--- config.mk ---
export PLATFORM = sky130hd
export DESIGN_NAME = mp64_phy_arb
export DESIGN_NICKNAME = d
export VERILOG_FILES = /design/src/rtl/mp64_phy_arb.sv
export SDC_FILE = /design/constraint.sdc
export NUM_CORES = 1
export LEC_CHECK = 0
export ABC_AREA = 1
export BUFFER_PORTS_ARGS = -buffer_cell sky130_fd_sc_hd__buf_2
export CORE_AREA = 2 2 324 326
export DETAILED_ROUTE_END_ITERATION = 8
export DIE_AREA = 0 0 326 328
export GPL_ROUTABILITY_DRIVEN = 1
export PLACE_DENSITY = 0.41
export SKIP_CTS_REPAIR_TIMING = 1
export SLEW_MARGIN = 5
export SYNTH_ARGS = -nofsm -noshare
export SYNTH_HDL_FRONTEND = slang
export SYNTH_SLANG_ARGS = --single-unit
--- constraint.sdc ---
create_clock -name clk -period 4.4 [get_ports clk]
set_input_delay 0 -clock clk [delete_from_list [all_inputs] [get_ports clk]]
set_output_delay 0 -clock clk [all_outputs]
set_load 0.05 [all_outputs]
--- src/rtl/mp64_phy_arb.sv ---
// mp64_phy_arb: round-robin arbiter and burst sequencer that
// shares the external memory PHY port between NUM_REQ masters.
module mp64_phy_arb #(
    parameter int NUM_REQ     = 4,
    parameter int ADDR_W      = 64,
    parameter int DATA_W      = 64,
    parameter int TIMEOUT_CYC = 1024
) (
    input  logic                      clk,
    input  logic                      rst,
    input  logic [NUM_REQ-1:0]        m_req,
    input  logic [NUM_REQ-1:0]        m_wen,
    input  logic [NUM_REQ*ADDR_W-1:0] m_addr,
    input  logic [NUM_REQ*8-1:0]      m_burst_len,
    input  logic [NUM_REQ*DATA_W-1:0] m_wdata,
    output logic [NUM_REQ-1:0]        m_gnt,
    output logic [NUM_REQ-1:0]        m_wready,
    output logic [NUM_REQ-1:0]        m_rvalid,
    output logic [DATA_W-1:0]         m_rdata,
    output logic [NUM_REQ-1:0]        m_done,
    output logic [NUM_REQ-1:0]        m_err,
    output logic                      phy_req,
    output logic [ADDR_W-1:0]         phy_addr,
    output logic                      phy_wen,
    output logic [DATA_W-1:0]         phy_wdata,
    output logic [7:0]                phy_burst_len,
    input  logic                      phy_ready,
    input  logic [DATA_W-1:0]         phy_rdata,
    input  logic                      phy_rvalid,
    output logic                      busy
);

    localparam int IW = $clog2(NUM_REQ);
    localparam int TW = $clog2(TIMEOUT_CYC + 1);

    localparam logic [1:0] S_IDLE  = 2'd0;
    localparam logic [1:0] S_WR    = 2'd1;
    localparam logic [1:0] S_RCMD  = 2'd2;
    localparam logic [1:0] S_RDATA = 2'd3;

    logic [1:0]        state_q, state_d;
    logic [IW-1:0]     g_q, g_d;
    logic [IW-1:0]     rr_q, rr_d;
    logic [ADDR_W-1:0] addr_q, addr_d;
    logic              wen_q, wen_d;
    logic [7:0]        blen_q, blen_d;
    logic [8:0]        beat_q, beat_d;
    logic [TW-1:0]     tmo_q, tmo_d;

    logic [ADDR_W-1:0] addr_a  [NUM_REQ];
    logic [DATA_W-1:0] wdata_a [NUM_REQ];
    logic [7:0]        blen_a  [NUM_REQ];

    for (genvar i = 0; i < NUM_REQ; i++) begin : g_split
        assign addr_a[i]  = m_addr[i*ADDR_W +: ADDR_W];
        assign wdata_a[i] = m_wdata[i*DATA_W +: DATA_W];
        assign blen_a[i]  = m_burst_len[i*8 +: 8];
    end

    logic              found;
    logic [IW-1:0]     win;
    logic [IW-1:0]     cand;
    logic [NUM_REQ-1:0] g_oh;
    logic              last_beat;

    // Round-robin pick: first requester at or after the rr pointer
    always_comb begin
        found = 1'b0;
        win   = '0;
        cand  = '0;
        for (int k = 0; k < NUM_REQ; k++) begin
            if (int'(rr_q) + k >= NUM_REQ) begin
                cand = IW'(int'(rr_q) + k - NUM_REQ);
            end else begin
                cand = IW'(int'(rr_q) + k);
            end
            if (!found && m_req[cand]) begin
                found = 1'b1;
                win   = cand;
            end
        end
    end

    assign g_oh      = NUM_REQ'(1) << g_q;
    assign last_beat = (beat_q == {1'b0, blen_q});
    assign busy      = (state_q != S_IDLE);

    // Burst sequencing, handshake steering and next-state logic
    always_comb begin
        state_d       = state_q;
        g_d           = g_q;
        rr_d          = rr_q;
        addr_d        = addr_q;
        wen_d         = wen_q;
        blen_d        = blen_q;
        beat_d        = beat_q;
        tmo_d         = tmo_q;
        m_gnt         = '0;
        m_wready      = '0;
        m_rvalid      = '0;
        m_rdata       = '0;
        m_done        = '0;
        m_err         = '0;
        phy_req       = 1'b0;
        phy_wen       = 1'b0;
        phy_addr      = '0;
        phy_wdata     = '0;
        phy_burst_len = '0;
        unique case (state_q)
            S_IDLE: begin
                if (found) begin
                    g_d    = win;
                    addr_d = addr_a[win];
                    wen_d  = m_wen[win];
                    blen_d = blen_a[win];
                    beat_d = '0;
                    tmo_d  = '0;
                    if (win == IW'(NUM_REQ - 1)) begin
                        rr_d = '0;
                    end else begin
                        rr_d = win + 1'b1;
                    end
                    state_d = m_wen[win] ? S_WR : S_RCMD;
                end
            end
            S_WR: begin
                phy_req = 1'b1;
                if (phy_ready) begin
                    m_wready = g_oh;
                    if (beat_q == '0) begin
                        m_gnt = g_oh;
                    end
                    beat_d = beat_q + 9'd1;
                    if (last_beat) begin
                        m_done  = g_oh;
                        beat_d  = '0;
                        state_d = S_IDLE;
                    end
                end
            end
            S_RCMD: begin
                phy_req = 1'b1;
                if (phy_ready) begin
                    m_gnt   = g_oh;
                    beat_d  = '0;
                    tmo_d   = '0;
                    state_d = S_RDATA;
                end
            end
            S_RDATA: begin
                if (phy_rvalid) begin
                    m_rvalid = g_oh;
                    m_rdata  = phy_rdata;
                    beat_d   = beat_q + 9'd1;
                    tmo_d    = '0;
                    if (last_beat) begin
                        m_done  = g_oh;
                        state_d = S_IDLE;
                    end
                end else begin
                    tmo_d = tmo_q + 1'b1;
                    if (tmo_q == TW'(TIMEOUT_CYC - 1)) begin
                        m_done  = g_oh;
                        m_err   = g_oh;
                        state_d = S_IDLE;
                    end
                end
            end
            default: state_d = S_IDLE;
        endcase
        if (state_q != S_IDLE) begin
            phy_addr      = addr_q;
            phy_wen       = wen_q;
            phy_burst_len = blen_q;
            phy_wdata     = wdata_a[g_q];
        end
        // An aborted-by-reset burst never reports completion
        if (rst) begin
            m_done = '0;
            m_err  = '0;
        end
    end

    // State registers with synchronous reset
    always_ff @(posedge clk) begin
        if (rst) begin
            state_q <= S_IDLE;
            g_q     <= '0;
            rr_q    <= '0;
            addr_q  <= '0;
            wen_q   <= 1'b0;
            blen_q  <= '0;
            beat_q  <= '0;
            tmo_q   <= '0;
        end else begin
            state_q <= state_d;
            g_q     <= g_d;
            rr_q    <= rr_d;
            addr_q  <= addr_d;
            wen_q   <= wen_d;
            blen_q  <= blen_d;
            beat_q  <= beat_d;
            tmo_q   <= tmo_d;
        end
    end

endmodule

==> metrics <==
status finished with violations; failing checks hold timing; Synth Register Bits 99; Synth Area per Inst 5.85 sq um; met1 Use GR 15.2%; clock buffer count from CTS 9; DR iter-0 viols 749; leakage power 9.30 nW; GRT overflow 0; Worst Hold Path EP addr_q[9]$_SDFFE_PP0P_; die area 107000 sq um; WL/cell 19.0 microns; vias per cell 3.73; GRT met2 Usage 23.7%; dpl ws 1.36 ns; cell area after synthesis 10100 sq um; Root Driver clkbuf_16; setup TNS 0 ns; first-pass GRT wire length 102000 microns; Cells after Synth 1725; Worst-Margin Slew 1.02 ns; htree depth 3; buffers added on ports 842; Nets 3186; hold path start m_addr[201]; Seq/Total Area, Yosys 19.7%; Total GRT Usage 13.2%; Tmin final 3.48 ns; Post-Route WL 75200 microns; reg2reg end addr_q[51]$_SDFFE_PP0P_; DRC viols 0; setup slack, reg-to-reg 0.92 ns; 1st-pass router iterations 5; RR Startpoint rr_q[0]$_SDFFE_PP0P_; Core Footprint 103000 sq um; die width 326 microns; highest clock rate 287 MHz; Skew-Pair Late Insertion Delay 0.39 ns; startpoint types flop; worst r2r path cells 15; hold slack -0.0503 ns; I/O pins 843; ys flop type dfxtp_1; cell taking the most area after synthesis dfxtp_1; grt peak-use layer met2; Max Slew Vio Count 0; Tcrit/Tclk final 79.1%; area share of the largest cell type after synthesis 19.7%; CP Max Fanout 53; Final ANT Viol Nets 0; proportion of layout cells with a drive suffix above 1 38.0%; Area Overhead vs Synth 67.5%; Worst Path Required 4.69 ns; post-route setup slack 0.919 ns; Site Rows 118; largest net degree at the start of global routing 72; Clk pin slew, worst setup/hold paths 0.08 ns; Die Ht 328 microns; clock skew 0.0138 ns; CTS Sinks 99; Fillers 12.1k; Max-slew headroom 31.1%; via count 14.7k; Net Count, Synth 2352; YS warnings 0; crit end category flop; GP Congestion 0.906; Starting Density 9.77%; Critical Path AT 3.77 ns; MaxCap Viol Count 0; Netlist cell types 31; met3 usage 3.99%; post-detail-place hpwl 64100 microns; number of flops mapped to enable cells by yosys 0; Hold Vio Cnt, Final 20; RSZ-0062 raised after global routing false; dominant cells by area after synthesis dfxtp_1, inv_1, a21oi_1; initial antenna violation count 21; Max VDD drop 0.487 mV; pwr/cell area 741 nW/um^2; top-count cell post-synth inv_1; share of flip-flops with an asynchronous set or reset 0%; number of setup violations in the final report 0; CTS tree built; WS Path Type flop to flop; vias in the first global route 14.0k; synth cell count leaders inv_1, a21oi_1, nand2_1; CTS Buffer Depth 2; WHS Path Cells 5; type of the worst min-delay path primary input to flop
[placed cells by master, fill, tap and decap left out, types with 6 or more instances in the layout]
| master | n |
|---|---|
| xor2_1 | 7 |
| o211ai_2 | 68 |
| o21ai_1 | 34 |
| nor2_1 | 172 |
| buf_12 | 7 |
| buf_2 | 841 |
| nand4_1 | 9 |
| dfxtp_1 | 99 |
| a21oi_1 | 233 |
| inv_1 | 403 |
| a22oi_1 | 128 |
| dlygate4sd3_1 | 82 |
| clkbuf_16 | 9 |
| ha_1 | 6 |
| o21ai_0 | 55 |
| nand2_2 | 6 |
| nand2_1 | 228 |
| nand3_1 | 101 |
| buf_4 | 20 |
| nor3_1 | 14 |
[sequential cells by signal (all words and copies together) (netlist names)]
name	cells
state_q	2
tmo_q	11
blen_q	8
beat_q	9
addr_q	64
rr_q	2
wen_q	1
g_q	2
[power breakdown]
part	switching (mW)	total (mW)	internal, mW
Combinational	7.17	10.2	3.06
Clock	0.424	0.924	0.501
Sequential	0.152	1.37	1.22
[kinds of logic (layout without fill, tap and decap cells)]
family                   Yosys count  after routing  synth area share (%)
AND/OR/NAND/NOR                  544            544                  22.4
buffers and inverters            537           1376                  21.6
AO/OA/AOI/OAI                    531            531                  34.9
flip-flops                        99             99                  19.7
adder cells (fa/ha/maj)            7              7                 0.868
XOR/XNOR                           7              7                 0.608
other                              0              5                     0
[metal layers]
metal	wire length, microns	vias to the layer above
li1	-	7226
met1	30300	6825
met2	37400	594
met3	5720	72
met4	1730	14
met5	93	-
[worst max-delay path by stage]
stage               slack [ns]                       to                    start  depth (start not counted)
floorplan                 1.57                m_done[1]  state_q[1]$_SDFFE_PP0P_                          5
global placement          1.33  addr_q[35]$_SDFFE_PP0P_     rr_q[0]$_SDFFE_PP0P_                         14
detailed placement        1.36  addr_q[35]$_SDFFE_PP0P_     rr_q[0]$_SDFFE_PP0P_                         14
CTS                       1.13            phy_wdata[58]      g_q[0]$_SDFFE_PP0P_                          6
global route              0.60  addr_q[54]$_SDFFE_PP0P_     rr_q[0]$_SDFFE_PP0P_                         16
finish                    0.92  addr_q[51]$_SDFFE_PP0P_     rr_q[0]$_SDFFE_PP0P_                         15
[metrics by stage]
step           utilization, %  power [mW]  std cells  instance area (sq um)
6_report                 16.4        12.5       3949                  16900
5_1_grt                  16.4        13.6       3947                  16900
4_1_cts                  15.6        12.4       3862                  16100
3_5_place_dp             15.3        11.4       3846                  15700
3_3_place_gp             15.3        11.4       3846                  15700
2_1_floorplan               -        8.49       1725                  10100
[worst max-delay path, stage by stage, from the launching register on]
cell and delay, ns:
dfxtp_1 0.58, inv_6 0.09, nand2_1 0.09, nand2_2 0.09, nand2_1 0.07, nand2_1 0.06, nand2_1 0.07, nand2_1 0.05
nand2_1 0.14, nand3_4 0.59, buf_4 0.47, o21ai_0 0.22, nand3_1 0.09, dlygate4sd3_1 0.59, nand2_1 0.06, inv_1 0.04
[area by class of cell]
class | instances | area, sq um | share of cell area, %
clock buffer | 10 | 229 | 1.36
multi-input combinational | 1089 | 5990 | 35.4
clock inverter | 6 | 87.6 | 0.519
inverter | 410 | 1550 | 9.15
antenna | 5 | 12.5 | 0.0741
timing repair buffer | 950 | 5320 | 31.5
sequential | 99 | 1980 | 11.7
tap | 1380 | 1730 | 10.2
(Power assumes the default switching activity.)
